===== src/rtl/booth_mult_seq_if.sv =====
// -----------------------------------------------------------------------------
// booth_mult_seq_if
//
// Bundles the handshake and data signals between the multdiv wrapper and the
// iterative radix-4 Booth multiplier datapath. Clock and reset stay as plain
// module ports.
//
// Signals
//   ctrl_MULT       wrapper -> mult   start request (sampled only when idle/done)
//   data_operandA   wrapper -> mult   signed multiplicand
//   shift_in        wrapper -> mult   per-group: magnitude 2M when 1, M when 0
//   sub_in          wrapper -> mult   per-group: negate partial product when 1
//   nothing_in      wrapper -> mult   per-group: partial product is 0 when 1
//   data_result     mult -> wrapper   low WIDTH bits of the signed product
//   data_exception  mult -> wrapper   signed overflow of the WIDTH-bit result
//   data_resultRDY  mult -> wrapper   one-cycle pulse, result/exception valid
//   busy            mult -> wrapper   high while groups are being accumulated
//
// Modports
//   master : the side that issues operations (wrapper / testbench)
//   slave  : the multiplier
// -----------------------------------------------------------------------------
interface booth_mult_seq_if #(
  parameter int NGROUPS = 16,
  parameter int WIDTH   = 32
);

  logic               ctrl_MULT;
  logic [WIDTH-1:0]   data_operandA;
  logic [NGROUPS-1:0] shift_in;
  logic [NGROUPS-1:0] sub_in;
  logic [NGROUPS-1:0] nothing_in;
  logic [WIDTH-1:0]   data_result;
  logic               data_exception;
  logic               data_resultRDY;
  logic               busy;

  modport master (
    output ctrl_MULT,
    output data_operandA,
    output shift_in,
    output sub_in,
    output nothing_in,
    input  data_result,
    input  data_exception,
    input  data_resultRDY,
    input  busy
  );

  modport slave (
    input  ctrl_MULT,
    input  data_operandA,
    input  shift_in,
    input  sub_in,
    input  nothing_in,
    output data_result,
    output data_exception,
    output data_resultRDY,
    output busy
  );

endinterface : booth_mult_seq_if


===== src/rtl/booth_mult_seq.sv =====
// -----------------------------------------------------------------------------
// booth_mult_seq
//
// Iterative radix-4 Booth multiplier datapath. The Booth decoder for operand B
// has already produced one SHIFT/SUB/NOTHING control triple per 2-bit group;
// this block latches those vectors together with the multiplicand A and adds
// one partial product per clock into a 66-bit signed accumulator, lowest group
// first. After the last group it publishes the low WIDTH bits of the product,
// a signed-overflow flag and a one-cycle ready pulse.
//
// Ports
//   clock   input   rising-edge system clock
//   reset   input   asynchronous, active-high reset; aborts a running operation
//   bus     slave   booth_mult_seq_if (see interface header for signal list)
//
// Timing (default build)
//   Start accepted at edge k -> groups 0..15 accumulated on edges k+1..k+16
//   -> data_resultRDY high in the cycle after edge k+16, low after edge k+17.
//   Holding ctrl_MULT high in DONE chains operations at one per 17 cycles.
//
// Configuration
//   BOOTH_EARLY_EXIT_EN  when defined, RUN ends as soon as every remaining
//                        group is NOTHING (minimum one RUN cycle). Results and
//                        flags are unchanged; only latency shrinks.
//                        Undefined (default): always 16 RUN cycles.
// -----------------------------------------------------------------------------
module booth_mult_seq #(
  parameter int NGROUPS = 16,
  parameter int WIDTH   = 32
) (
  input  logic           clock,
  input  logic           reset,
  booth_mult_seq_if.slave bus
);

  // Accumulator is wide enough for the full 2*WIDTH product plus headroom for
  // the +/-2M partial product of the top group before the sum settles.
  localparam int ACC_W = 2 * WIDTH + 2;
  localparam int CNT_W = $clog2(NGROUPS);
  localparam int SH_W  = CNT_W + 1;

  localparam logic [CNT_W-1:0] LAST_GROUP = CNT_W'(NGROUPS - 1);

  typedef enum logic [1:0] {
    ST_IDLE = 2'd0,
    ST_RUN  = 2'd1,
    ST_DONE = 2'd2
  } state_t;

  // ---------------------------------------------------------------------------
  // State
  // ---------------------------------------------------------------------------
  state_t             state_q,   state_d;
  logic [ACC_W-1:0]   acc_q,     acc_d;
  logic [CNT_W-1:0]   count_q,   count_d;
  logic [ACC_W-1:0]   a_q,       a_d;
  logic [NGROUPS-1:0] shift_q,   shift_d;
  logic [NGROUPS-1:0] sub_q,     sub_d;
  logic [NGROUPS-1:0] nothing_q, nothing_d;
  logic [WIDTH-1:0]   result_q,  result_d;
  logic               exc_q,     exc_d;

  // ---------------------------------------------------------------------------
  // Partial product for the group selected by count_q
  // ---------------------------------------------------------------------------
  logic             grp_shift;
  logic             grp_sub;
  logic             grp_nothing;
  logic [ACC_W-1:0] pp_mag;
  logic [ACC_W-1:0] pp_signed;
  logic [ACC_W-1:0] pp_aligned;
  logic [ACC_W-1:0] acc_sum;
  logic [SH_W-1:0]  pp_shamt;

  always_comb begin
    grp_shift   = shift_q[count_q];
    grp_sub     = sub_q[count_q];
    grp_nothing = nothing_q[count_q];

    pp_mag = grp_shift ? (a_q << 1) : a_q;

    // NOTHING wins over SHIFT and SUB so a 000/111 group contributes exactly 0
    // regardless of what the other two vectors carry for that group.
    if (grp_nothing) begin
      pp_signed = '0;
    end else if (grp_sub) begin
      pp_signed = -pp_mag;
    end else begin
      pp_signed = pp_mag;
    end

    // Group g carries weight 4^g.
    pp_shamt   = {count_q, 1'b0};
    pp_aligned = pp_signed << pp_shamt;
    acc_sum    = acc_q + pp_aligned;
  end

  // ---------------------------------------------------------------------------
  // End-of-run detection
  // ---------------------------------------------------------------------------
  logic last_group;
  logic finish_run;

  assign last_group = (count_q == LAST_GROUP);

`ifdef BOOTH_EARLY_EXIT_EN
  // True when every group above the one being accumulated now is NOTHING, so
  // the accumulator already holds the final product.
  logic rest_nothing;

  always_comb begin
    rest_nothing = 1'b1;
    for (int i = 0; i < NGROUPS; i++) begin
      if ((i > int'(count_q)) && !nothing_q[i]) begin
        rest_nothing = 1'b0;
      end
    end
  end

  assign finish_run = last_group || rest_nothing;
`else
  assign finish_run = last_group;
`endif

  // ---------------------------------------------------------------------------
  // Overflow: the product fits signed WIDTH bits only when bits
  // [2*WIDTH-1 : WIDTH-1] of the final sum are all copies of the sign bit.
  // ---------------------------------------------------------------------------
  logic [WIDTH:0] hi_bits;
  logic           sum_overflow;

  assign hi_bits      = acc_sum[2*WIDTH-1:WIDTH-1];
  assign sum_overflow = ~((&hi_bits) | (~|hi_bits));

  // ---------------------------------------------------------------------------
  // Next-state / datapath control
  // ---------------------------------------------------------------------------
  // NOTE: every signal written here gets a default first, so no path through
  // the case statement can leave one unassigned and infer a latch.
  always_comb begin
    state_d   = state_q;
    acc_d     = acc_q;
    count_d   = count_q;
    a_d       = a_q;
    shift_d   = shift_q;
    sub_d     = sub_q;
    nothing_d = nothing_q;
    result_d  = result_q;
    exc_d     = exc_q;

    unique case (state_q)
      ST_IDLE, ST_DONE: begin
        if (bus.ctrl_MULT) begin
          state_d   = ST_RUN;
          a_d       = ACC_W'($signed(bus.data_operandA));
          shift_d   = bus.shift_in;
          sub_d     = bus.sub_in;
          nothing_d = bus.nothing_in;
          acc_d     = '0;
          count_d   = '0;
        end else begin
          state_d = ST_IDLE;
        end
      end

      ST_RUN: begin
        // ctrl_MULT is deliberately not looked at here.
        acc_d   = acc_sum;
        count_d = count_q + CNT_W'(1);
        if (finish_run) begin
          state_d  = ST_DONE;
          result_d = acc_sum[WIDTH-1:0];
          exc_d    = sum_overflow;
        end
      end

      default: begin
        state_d = ST_IDLE;
      end
    endcase
  end

  // ---------------------------------------------------------------------------
  // State register
  // ---------------------------------------------------------------------------
  // NOTE: the latched operand and control vectors are ordinary registers, not a
  // memory, so they are cleared with everything else on reset; that keeps the
  // datapath free of X after reset even though their contents are reloaded
  // before use.
  always_ff @(posedge clock or posedge reset) begin
    if (reset) begin
      state_q   <= ST_IDLE;
      acc_q     <= '0;
      count_q   <= '0;
      a_q       <= '0;
      shift_q   <= '0;
      sub_q     <= '0;
      nothing_q <= '0;
      result_q  <= '0;
      exc_q     <= 1'b0;
    end else begin
      // NOTE: non-blocking assignments so every flop samples the pre-edge
      // values of the others, independent of statement order.
      state_q   <= state_d;
      acc_q     <= acc_d;
      count_q   <= count_d;
      a_q       <= a_d;
      shift_q   <= shift_d;
      sub_q     <= sub_d;
      nothing_q <= nothing_d;
      result_q  <= result_d;
      exc_q     <= exc_d;
    end
  end

  // ---------------------------------------------------------------------------
  // Outputs
  // ---------------------------------------------------------------------------
  // DONE lasts exactly one cycle, so decoding it gives the one-cycle ready
  // pulse; reset drops it immediately through the state register.
  assign bus.data_result    = result_q;
  assign bus.data_exception = exc_q;
  assign bus.data_resultRDY = (state_q == ST_DONE);
  assign bus.busy           = (state_q == ST_RUN);

endmodule : booth_mult_seq


===== src/flat_wrapper.sv =====
// flat-port wrapper written by rule: the top's interface ports become plain ports
module booth_mult_seq_flat 
#(
  parameter int NGROUPS = 16,
  parameter int WIDTH   = 32
)
  (clock, reset, bus_ctrl_MULT, bus_data_operandA, bus_shift_in, bus_sub_in, bus_nothing_in, bus_data_result, bus_data_exception, bus_data_resultRDY, bus_busy);
  booth_mult_seq_if #(.NGROUPS(NGROUPS), .WIDTH(WIDTH)) bus_i ();
  input  logic clock;
  input  logic reset;
  input wire logic [$bits(bus_i.ctrl_MULT)-1:0] bus_ctrl_MULT;
  input wire logic [$bits(bus_i.data_operandA)-1:0] bus_data_operandA;
  input wire logic [$bits(bus_i.shift_in)-1:0] bus_shift_in;
  input wire logic [$bits(bus_i.sub_in)-1:0] bus_sub_in;
  input wire logic [$bits(bus_i.nothing_in)-1:0] bus_nothing_in;
  output wire logic [$bits(bus_i.data_result)-1:0] bus_data_result;
  output wire logic [$bits(bus_i.data_exception)-1:0] bus_data_exception;
  output wire logic [$bits(bus_i.data_resultRDY)-1:0] bus_data_resultRDY;
  output wire logic [$bits(bus_i.busy)-1:0] bus_busy;
  assign bus_i.ctrl_MULT = bus_ctrl_MULT;
  assign bus_i.data_operandA = bus_data_operandA;
  assign bus_i.shift_in = bus_shift_in;
  assign bus_i.sub_in = bus_sub_in;
  assign bus_i.nothing_in = bus_nothing_in;
  assign bus_data_result = bus_i.data_result;
  assign bus_data_exception = bus_i.data_exception;
  assign bus_data_resultRDY = bus_i.data_resultRDY;
  assign bus_busy = bus_i.busy;
  booth_mult_seq #(.NGROUPS(NGROUPS), .WIDTH(WIDTH)) u_core (.clock(clock), .reset(reset), .bus(bus_i));
endmodule

===== config.mk =====
export PLATFORM = sky130hd
export DESIGN_NAME = booth_mult_seq_flat
export DESIGN_NICKNAME = d
export VERILOG_FILES = /design/src/rtl/booth_mult_seq_if.sv /design/src/rtl/booth_mult_seq.sv /design/src/flat_wrapper.sv
export SDC_FILE = /design/constraint.sdc
export NUM_CORES = 1
export LEC_CHECK = 0
export ABC_CLOCK_PERIOD_IN_PS = 8630
export CAP_MARGIN = 20
export CORE_AREA = 2 2 153 229
export CTS_CLUSTER_DIAMETER = 150
export DETAILED_ROUTE_END_ITERATION = 6
export DIE_AREA = 0 0 155 231
export PLACE_DENSITY = 0.71
export SYNTH_ARGS = -nofsm -noshare
export SYNTH_HDL_FRONTEND = slang
export SYNTH_SLANG_ARGS = --single-unit
export TNS_END_PERCENT = 30

===== constraint.sdc =====
create_clock -name clock -period 8.63 [get_ports clock]
set_input_delay 1.2945 -clock clock [delete_from_list [all_inputs] [get_ports clock]]
set_output_delay 1.2945 -clock clock [all_outputs]
set_load 0.03 [all_outputs]

; Word-level counts from Yosys, hierarchy flattened
; Index checks and enable logic that the tools add are counted.
[word_totals]
regBits = 185
[op_classes]
n_addsub = 3
n_lt_le_gt_ge = 1
n_eq_ne = 5
n_shift = 1
mux = 16
bitwise = 2
n_reduce_logical = 9
[ops]
columns = operator, n
row1 = 66-bit two-way mux, 3
row2 = 66-bit case mux with 2 select lines, 1
row3 = 66-bit adder, 1
row4 = 66-bit negator, 1
row5 = 66-bit by 5-bit left shift with 66-bit output, 1
row6 = 33-bit AND reduction, 1
row7 = 33-bit OR reduction, 1
row8 = 32-bit two-way mux, 1
row9 = 1-bit binary-select mux with 4-bit select, 3
row10 = 4-bit case mux with 2 select lines, 1
row11 = 2-bit AND reduction, 3
row12 = "4-bit by 5-bit < comparator with 1-bit output, second input constant", 1
row13 = "4-bit by 1-bit adder with 4-bit output, second input constant", 1
row14 = "4-bit == test, second input constant", 1
row15 = 1-bit two-way mux, 4
row16 = 4-bit two-way mux, 1
row17 = 2-bit case mux with 2 select lines, 1
row18 = "2-bit by 1-bit == test with 1-bit output, second input constant", 1
row19 = "2-bit == test, second input constant", 1
row20 = 2-bit logical NOT, 1
row21 = 2-bit two-way mux, 1
row22 = "2-bit by 1-bit inequality test with 1-bit output, second input constant", 1
row23 = "2-bit inequality test, second input constant", 1
row24 = 2-bit nonzero test, 1
row25 = 4 further kinds, 4

; Logic depth before layout (Yosys ltp)
; Gate-level depths: netlist of run 1.
[logic_depth]
word_depth = 12
depth_mapped = 35
mapped_depth_nobuf = 29

; Worst setup path after synthesis of run 1
; Ideal clock, no wire load.
[synth_timing]
kind = register -> register
start = register u_core.count_q[0]
end = register u_core.exc_q (netlist: u_core.bus.data_exception)
setup_ns = 0.119
arrival_ns = 7.480
t_required_ns = 8.511
slack_ns = 1.031
stages_incl_launch_ff = 33
path_buffers = 4
period_less_slack_ns = 7.599
path_cell_list = dfrtp_1 buf_6 mux4_2 mux4_2 clkbuf_1 clkbuf_1 mux2i_1 ha_1 nand3_1 a21o_1 a2111oi_4 nand3_2 a311o_1 or4_4 o21ai_4 mux2i_1 nor2_1 a31oi_1 o21ai_1 ha_1 clkbuf_1 nand2_1 nor2_1 nand4_1 a2111oi_0 o21ai_0 nor4_1 nor3_1 xnor2_1 nor4b_1 nand4b_1 o22ai_1 nor2_1
[synth_via]
elab_chain_len = 12
elab_cells_between_ends = 19
cone_classes = add/sub (2) / eq/ne (1) / shift (1) / mux (9) / bitwise (2) / reduce/logical (4)
[synth_lines]
columns = element, line
row1 = "start, declared", booth_mult_seq.sv:55  ; logic [CNT_W-1:0] count_q, count_d;
row2 = "start signal, assigned", booth_mult_seq.sv:206  ; count_q <= count_d;
row3 = 1-bit binary-select mux with 4-bit select, booth_mult_seq.sv:76  ; grp_shift = shift_q[count_q];
row4 = 1-bit two-way mux (not written as such), booth_mult_seq.sv:76
row5 = 32-bit two-way mux, booth_mult_seq.sv:80  ; pp_mag = grp_shift ? (a_q << 1) : a_q;
row6 = 66-bit negator, booth_mult_seq.sv:87  ; pp_signed = -pp_mag;
row7 = 66-bit two-way mux, booth_mult_seq.sv:86  ; end else if (grp_sub) begin
row8 = 66-bit two-way mux, booth_mult_seq.sv:84  ; if (grp_nothing) begin
row9 = 66-bit by 5-bit left shift with 66-bit output, booth_mult_seq.sv:94  ; pp_aligned = pp_signed << pp_shamt;
row10 = 66-bit adder, booth_mult_seq.sv:95  ; acc_sum = acc_q + pp_aligned;
row11 = 33-bit OR reduction, booth_mult_seq.sv:133  ; assign sum_overflow = ~((&hi_bits) | (~|hi_bits));
row12 = 1-bit logical NOT, booth_mult_seq.sv:133
row13 = 1-bit OR, booth_mult_seq.sv:133
row14 = 1-bit inverter, booth_mult_seq.sv:133
row15 = "end signal, assigned", booth_mult_seq.sv:200  ; exc_q <= 1'b0;
row16 = "end signal, assigned", booth_mult_seq.sv:212  ; exc_q <= exc_d;
row17 = "end, declared", booth_mult_seq.sv:61  ; logic exc_q, exc_d;
; Parallel ways exist; a longest one is shown, timed or not. The select of a mux whose other input is x is not followed.
; A chain may end at the register's enable or synchronous reset.

; Worst setup path after layout of run 1
; Ends and elaborated chain as after synthesis.

==> results of run 1 <==
## cell usage after synthesis (8+ instances only)
master and instances:
a22o_1 37, buf_1 10, ha_1 70, a21o_1 34
nor2b_1 13, mux2i_1 41, nand2b_1 12, a21oi_1 156
a22oi_1 10, mux4_2 15, a211o_1 8, and3_1 15
o31ai_1 19, o22ai_1 13, nand4_1 27, xnor2_1 33
nand3_1 44, nand2_1 249, dfrtp_1 183, inv_1 24
o21ai_0 147, a211oi_1 25, nor2_1 156, xor2_1 32
o21bai_1 9, clkbuf_1 122, o21a_1 27, a31oi_1 12
o211ai_1 26, nor4_1 10, and2_1 13, nor3_1 57
mux2_2 95, or3_1 11
## metrics by stage
step	hold WS (ns)	util, %
finish	0.4736	51.38
global route	0.5048	51.38
detailed placement	0.4618	49.38
CTS	0.4813	51.25
floorplan	0.4524	-
global placement	0.4566	49.38
## tightest hold or removal path, stage by stage (launching register included)
cell,delay [ns]
dfrtp_1,0.34
nand2_1,0.05
nand2_1,0.05
## kinds of logic after synthesis
logic type | after synthesis | synth area share [%]
and+or+nand+nor | 635 | 18.83
AOI/OAI and AO/OA | 600 | 25.67
DFF | 183 | 29.89
buffers and inverters | 161 | 4.018
muxes | 152 | 12.04
adders and majority gates | 71 | 5.847
xor gates and xnor gates | 65 | 3.716
## registers in the layout, summed over array words and instances (netlist names)
register and cells:
u_core.nothing_q 16, u_core.a_q 32, u_core.acc_q 64, u_core.state_q 2, u_core.count_q 4, u_core.shift_q 16, u_core.bus.data_result 32, u_core.sub_q 16
u_core.bus.data_exception 1
## what timing repair did
action                     CTS  global route
setup buffers                0             0
hold buffers                 0             0
setup endpoints to repair    0             1
gates resized for setup      0             4
## final timing paths
kind                                                        from  slack (ns)  cells after the start                                     to
max in group asynchronous                                  reset        6.14                      4             u_core.a_q[23]$_DFFE_PP0P_
hold reg to reg            u_core.bus.data_result[9]$_DFFE_PP0P_        0.47                      2  u_core.bus.data_result[9]$_DFFE_PP0P_
min in group asynchronous                                  reset        1.35                      2           u_core.acc_q[56]$_DFFE_PP0P_
setup / recovery                   u_core.count_q[0]$_DFFE_PP0P_        0.38                     31  u_core.bus.data_exception$_DFFE_PP0P_
setup reg to reg                   u_core.count_q[0]$_DFFE_PP0P_        0.38                     31  u_core.bus.data_exception$_DFFE_PP0P_
hold / removal             u_core.bus.data_result[9]$_DFFE_PP0P_        0.47                      2  u_core.bus.data_result[9]$_DFFE_PP0P_
## final cells by class
class	instances	area [sq um]	area share, %
multi-input cells	1523	10170	58.30
clock buffers	17	425.4	2.438
well taps	425	531.8	3.048
inverters	25	101.3	0.5809
repair buffers	148	1424	8.161
clock inverters	15	210.2	1.205
flip-flops and latches	183	4583	26.27
## layer usage
layer  vias up  share of wire, %  GRT usage [%]
met5         -                 0              0
met4         0               5.9          16.55
met3       133               4.5          3.173
met2       541                52          51.33
met1      7211                38          32.62
li1       6973                 -              -
==> impl_metrics.ini, run 1 <==
[finish]
drive_above_1_share_pct = 10.52
final_cells = 2336
syn_to_final_growth_pct = 13.87
mostFrequentLayoutCell = nand2_1
stdcell_area_sq_um = 17450
fin_nets = 2052
n_fill_cell = 3170
n_antenna_cell = 0
mostFrequentLayoutCells = nand2_1, dfrtp_1, a21oi_1

[routing]
drc = 0
ant_nets = 0
via_per_inst = 6.360
routed_wl_mm = 50.74
vias = 14858
dr.pass1.iters = 5
drtIter0Drc = 1297
wl_per_cell_um = 21.72

[setup_path]
criticalPathCategory = register to register
critical_path.max_stage_delay_ns = 0.60
crit_slowest_cell = mux4_1
worstPathMaxFanout = 28
cp.arrival_ns = 8.62
crit_path_end_kind = register
cp_top_family = compound AO/OA/AOI/OAI gates
cp.required_ns = 9.00
cp-start-kind = register
critical_path_buf_inv_count = 3

[worst_hold_path]
min_path_type = register to register

[clock_tree]
clk_pin_slew_ns = 0.08
cts_buffers = 17
clock-sinks = 183
htreeDepth = 4
clkLatencyLatePin_ns = 0.48
clockBufferDepth = 2
cts_tree = done
root_buffer = clkbuf_16

[yosys]
synth_top_cell_by_area = dfrtp_1
synth.distinct_cells = 84
synth_warnings = 0
synth.avg_cell_area_sq_um = 8.207
synth_area_leaders = dfrtp_1, mux2_2, nand2_1, ha_1, a21oi_1
synth_edf_count = 0
synth_flop_cell = dfrtp_1
seq_area_frac_synth_pct = 29.89
syn_nets = 2021
synthCells = 1867
async_flop_share_pct = 100.0
yosys_register_bits = 183
netlist_area_sq_um = 15320
netlist.area_leader.share_pct = 29.89

[sta]
relSlewSlack_pct = 30.42
max_slew.worst_pin.slew_ns = 1.044
fin_ws_ns = 0.3788
timing.fmax_mhz = 121.2
rsz0062_at_grt = no
fin_tns_setup_ns = 0
min_period_ns = 8.251
period_share_pct = 95.61
setup_viol = 0
hold_viol = 0
skew_ns = 0.01013
finalMaxSlewViolations = 0

[global_routing]
grt.overflow.total = 0
grt_antenna_before_repair = 0
grt_pass1_vias = 14722
grt_pass1_wl_mm = 80.45
grt_use_total_pct = 28.60
grt_max_degree = 104

[placed_design]
place_congestion = 0.9887
dpl.hpwl_mm = 38.42
placed_cell_area_sq_um = 16770
portBuffers = 117
dp_slack_ns = 0.4607
place_inst = 2303

[die]
coreArea_sq_um = 33960
die_w_um = 155
fp.dieH_um = 231
die_area_sq_um = 35810
top_level_ports = 118
fp-row-count = 83
start_util_pct = 45.12

[job]
drv_cap = 0

[status]
status = finished, final reports clean
Power of run 1 is not shown: default switching activity piles up to over one toggle a cycle in this logic, so the estimate is an artifact.
==> run 2: changes to the inputs <==
--- a/config.mk
+++ b/config.mk
@@ -7,11 +7,11 @@
 export LEC_CHECK = 0
 export ABC_CLOCK_PERIOD_IN_PS = 8630
 export CAP_MARGIN = 20
-export CORE_AREA = 2 2 153 229
+export CORE_AREA = 2 2 158 237
 export CTS_CLUSTER_DIAMETER = 150
 export DETAILED_ROUTE_END_ITERATION = 6
-export DIE_AREA = 0 0 155 231
-export PLACE_DENSITY = 0.71
+export DIE_AREA = 0 0 160 239
+export PLACE_DENSITY = 0.68
 export SYNTH_ARGS = -nofsm -noshare
 export SYNTH_HDL_FRONTEND = slang
 export SYNTH_SLANG_ARGS = --single-unit
==> run 2 against run 1 <==
  * Sequential cell count did not move
  * Non-clock buffer count rose by 5
  * Final area rose by 0.45%
  * First-iteration DRC count fell by 19%
  * Utilization fell by 3.2 points
  * Clock-buffer cell count rose by 1
  * Fmax rose by 0.28%
  * Die area rose by 6.8%
  * Wire length rose by 4.4%
  * Worst setup slack improved by 0.023 ns
  * Via count fell by 0.15%
  * Largest cell class unchanged
  * Highest routed layer unchanged
==> impl_metrics.ini, run 2 (synthesis results as in run 1) <==
[die]
start_util_pct = 42.13
fp-row-count = 86
coreArea_sq_um = 36370
die_area_sq_um = 38240
die_w_um = 160
fp.dieH_um = 239
top_level_ports = 118

[status]
status = finished, final reports clean

[sta]
relSlewSlack_pct = 28.93
setup_viol = 0
min_period_ns = 8.229
finalMaxSlewViolations = 0
fin_tns_setup_ns = 0
period_share_pct = 95.35
hold_viol = 0
rsz0062_at_grt = no
timing.fmax_mhz = 121.5
skew_ns = 0.009291
max_slew.worst_pin.slew_ns = 1.066

[clock_tree]
cts_tree = done
clkLatencyLatePin_ns = 0.46
clk_pin_slew_ns = 0.07
ctsHoldBuffers = 0
clock-sinks = 183
cts_buffers = 17
htreeDepth = 4
root_buffer = clkbuf_16
clockBufferDepth = 2

[setup_path]
crit_slowest_cell = or4b_2
cp.required_ns = 8.98
reg2reg_slack_ns = 0.40
critical_path.max_stage_delay_ns = 0.68
cp.arrival_ns = 8.58
worst_path_most_repeated_cell = nor2_1
criticalPathCategory = register to register
worstPathMaxFanout = 7
crit_path_end_kind = register
cp-start-kind = register

[finish]
n_antenna_cell = 0
mostFrequentLayoutCells = nand2_1, dfrtp_1, a21oi_1
regMostFlops = u_core.acc_q
largest_reg_flops = 64
n_fill_cell = 3625
fin_nets = 2057
mostFrequentLayoutCell = nand2_1
syn_to_final_growth_pct = 14.39
drive_above_1_share_pct = 10.91

[placed_design]
dpl.hpwl_mm = 40.43
place_congestion = 1.075
portBuffers = 117

[global_routing]
grt_pass1_vias = 14646
grt_use_total_pct = 27.72
grt_pass1_wl_mm = 83.08
grt_max_degree = 121
grt_antenna_before_repair = 0
grt.overflow.total = 0

[routing]
wl_per_cell_um = 22.08
via_per_inst = 6.181
drtIter0Drc = 1045
vias = 14835
ant_nets = 0
drc = 0
dr.pass1.iters = 7
routed_wl_mm = 53.00

[job]
drv_cap = 0

[worst_hold_path]
min_path_type = register to register
[run 2: changes by cell type in the layout (fill, tap and decap cells not counted), moves of 2 or more]
cell / delta
buf_4: +6
o311ai_0: -2
o21ai_1: +2
inv_12: -3
o21ai_0: -2
[run 2: timing repair]
action,in CTS,in global routing
endpoints found under the setup margin,0,4
buffers inserted,0,3
gates resized for setup,0,13
[run 2: worst max-delay path: cells and delay by family (launching register included)]
kind | cells | cell delay, ns
AO/OA/AOI/OAI | 10 | 2.70
adder cells (fa/ha/maj) | 2 | 0.63
flip-flops | 1 | 0.44
multiplexers | 4 | 1.50
AND/OR/NAND/NOR | 12 | 2.82
[run 2: path summary, 6_finish.rpt]
check                                                 startpoint                               endpoint  depth (start not counted)
max                                u_core.count_q[0]$_DFFE_PP0P_  u_core.bus.data_exception$_DFFE_PP0P_                         28
min                        u_core.bus.data_result[1]$_DFFE_PP0P_  u_core.bus.data_result[1]$_DFFE_PP0P_                          2
max reg2reg                        u_core.count_q[0]$_DFFE_PP0P_  u_core.bus.data_exception$_DFFE_PP0P_                         28
min reg2reg                u_core.bus.data_result[1]$_DFFE_PP0P_  u_core.bus.data_result[1]$_DFFE_PP0P_                          2
max in group asynchronous                                  reset  u_core.bus.data_result[9]$_DFFE_PP0P_                          3
min in group asynchronous                                  reset            u_core.sub_q[3]$_DFFE_PP0P_                          2
[run 2: cell type report]
class	count	area [sq um]	share of cell area, %
clock buffers	18	429.2	2.449
multi-input cells	1523	10210	58.23
clock inverters	14	160.2	0.9138
inverters	25	101.3	0.5782
repair buffers	153	1441	8.224
well taps	484	605.6	3.455
flip-flops and latches	183	4583	26.15
[run 2: through the flow]
step | instances | util (%) | instance area [sq um] | hold slack, ns | worst slack (ns)
2_1_floorplan | 1867 | - | 15320 | 0.4524 | 1.031
4_1_cts | 2397 | 47.99 | 17460 | 0.4811 | 0.07057
3_5_place_dp | 2365 | 46.37 | 16870 | 0.4622 | 0.1033
6_report | 2400 | 48.19 | 17530 | 0.4771 | 0.4015
5_1_grt | 2400 | 48.19 | 17530 | 0.5095 | 0.01632
3_3_place_gp | 2365 | 46.37 | 16870 | 0.4568 | 0.09781
[run 2: layer usage]
| metal | wire length, um | track usage (%) | share of wire, % | vias up |
|---|---|---|---|---|
| met1 | 20890 | 32.34 | 39 | 7094 |
| met3 | 2487 | 3.713 | 4.7 | 170 |
| li1 | - | - | - | 6978 |
| met4 | 3361 | 16.24 | 6.3 | 0 |
| met2 | 26250 | 48.66 | 50 | 593 |
| met5 | 0 | 0 | 0 | - |
Power of run 2 is left out for the same reason.
==> run 3: changes to the inputs <==
--- a/config.mk
+++ b/config.mk
@@ -8,7 +8,7 @@
 export ABC_CLOCK_PERIOD_IN_PS = 8630
 export CAP_MARGIN = 20
 export CORE_AREA = 2 2 158 237
-export CTS_CLUSTER_DIAMETER = 150
+export CTS_CLUSTER_DIAMETER = 30
 export DETAILED_ROUTE_END_ITERATION = 6
 export DIE_AREA = 0 0 160 239
 export PLACE_DENSITY = 0.68
==> results of run 3 <==
The final DEF is identical to that of run 2; final timing and power are the same.
Power of run 3 is left out for the same reason.
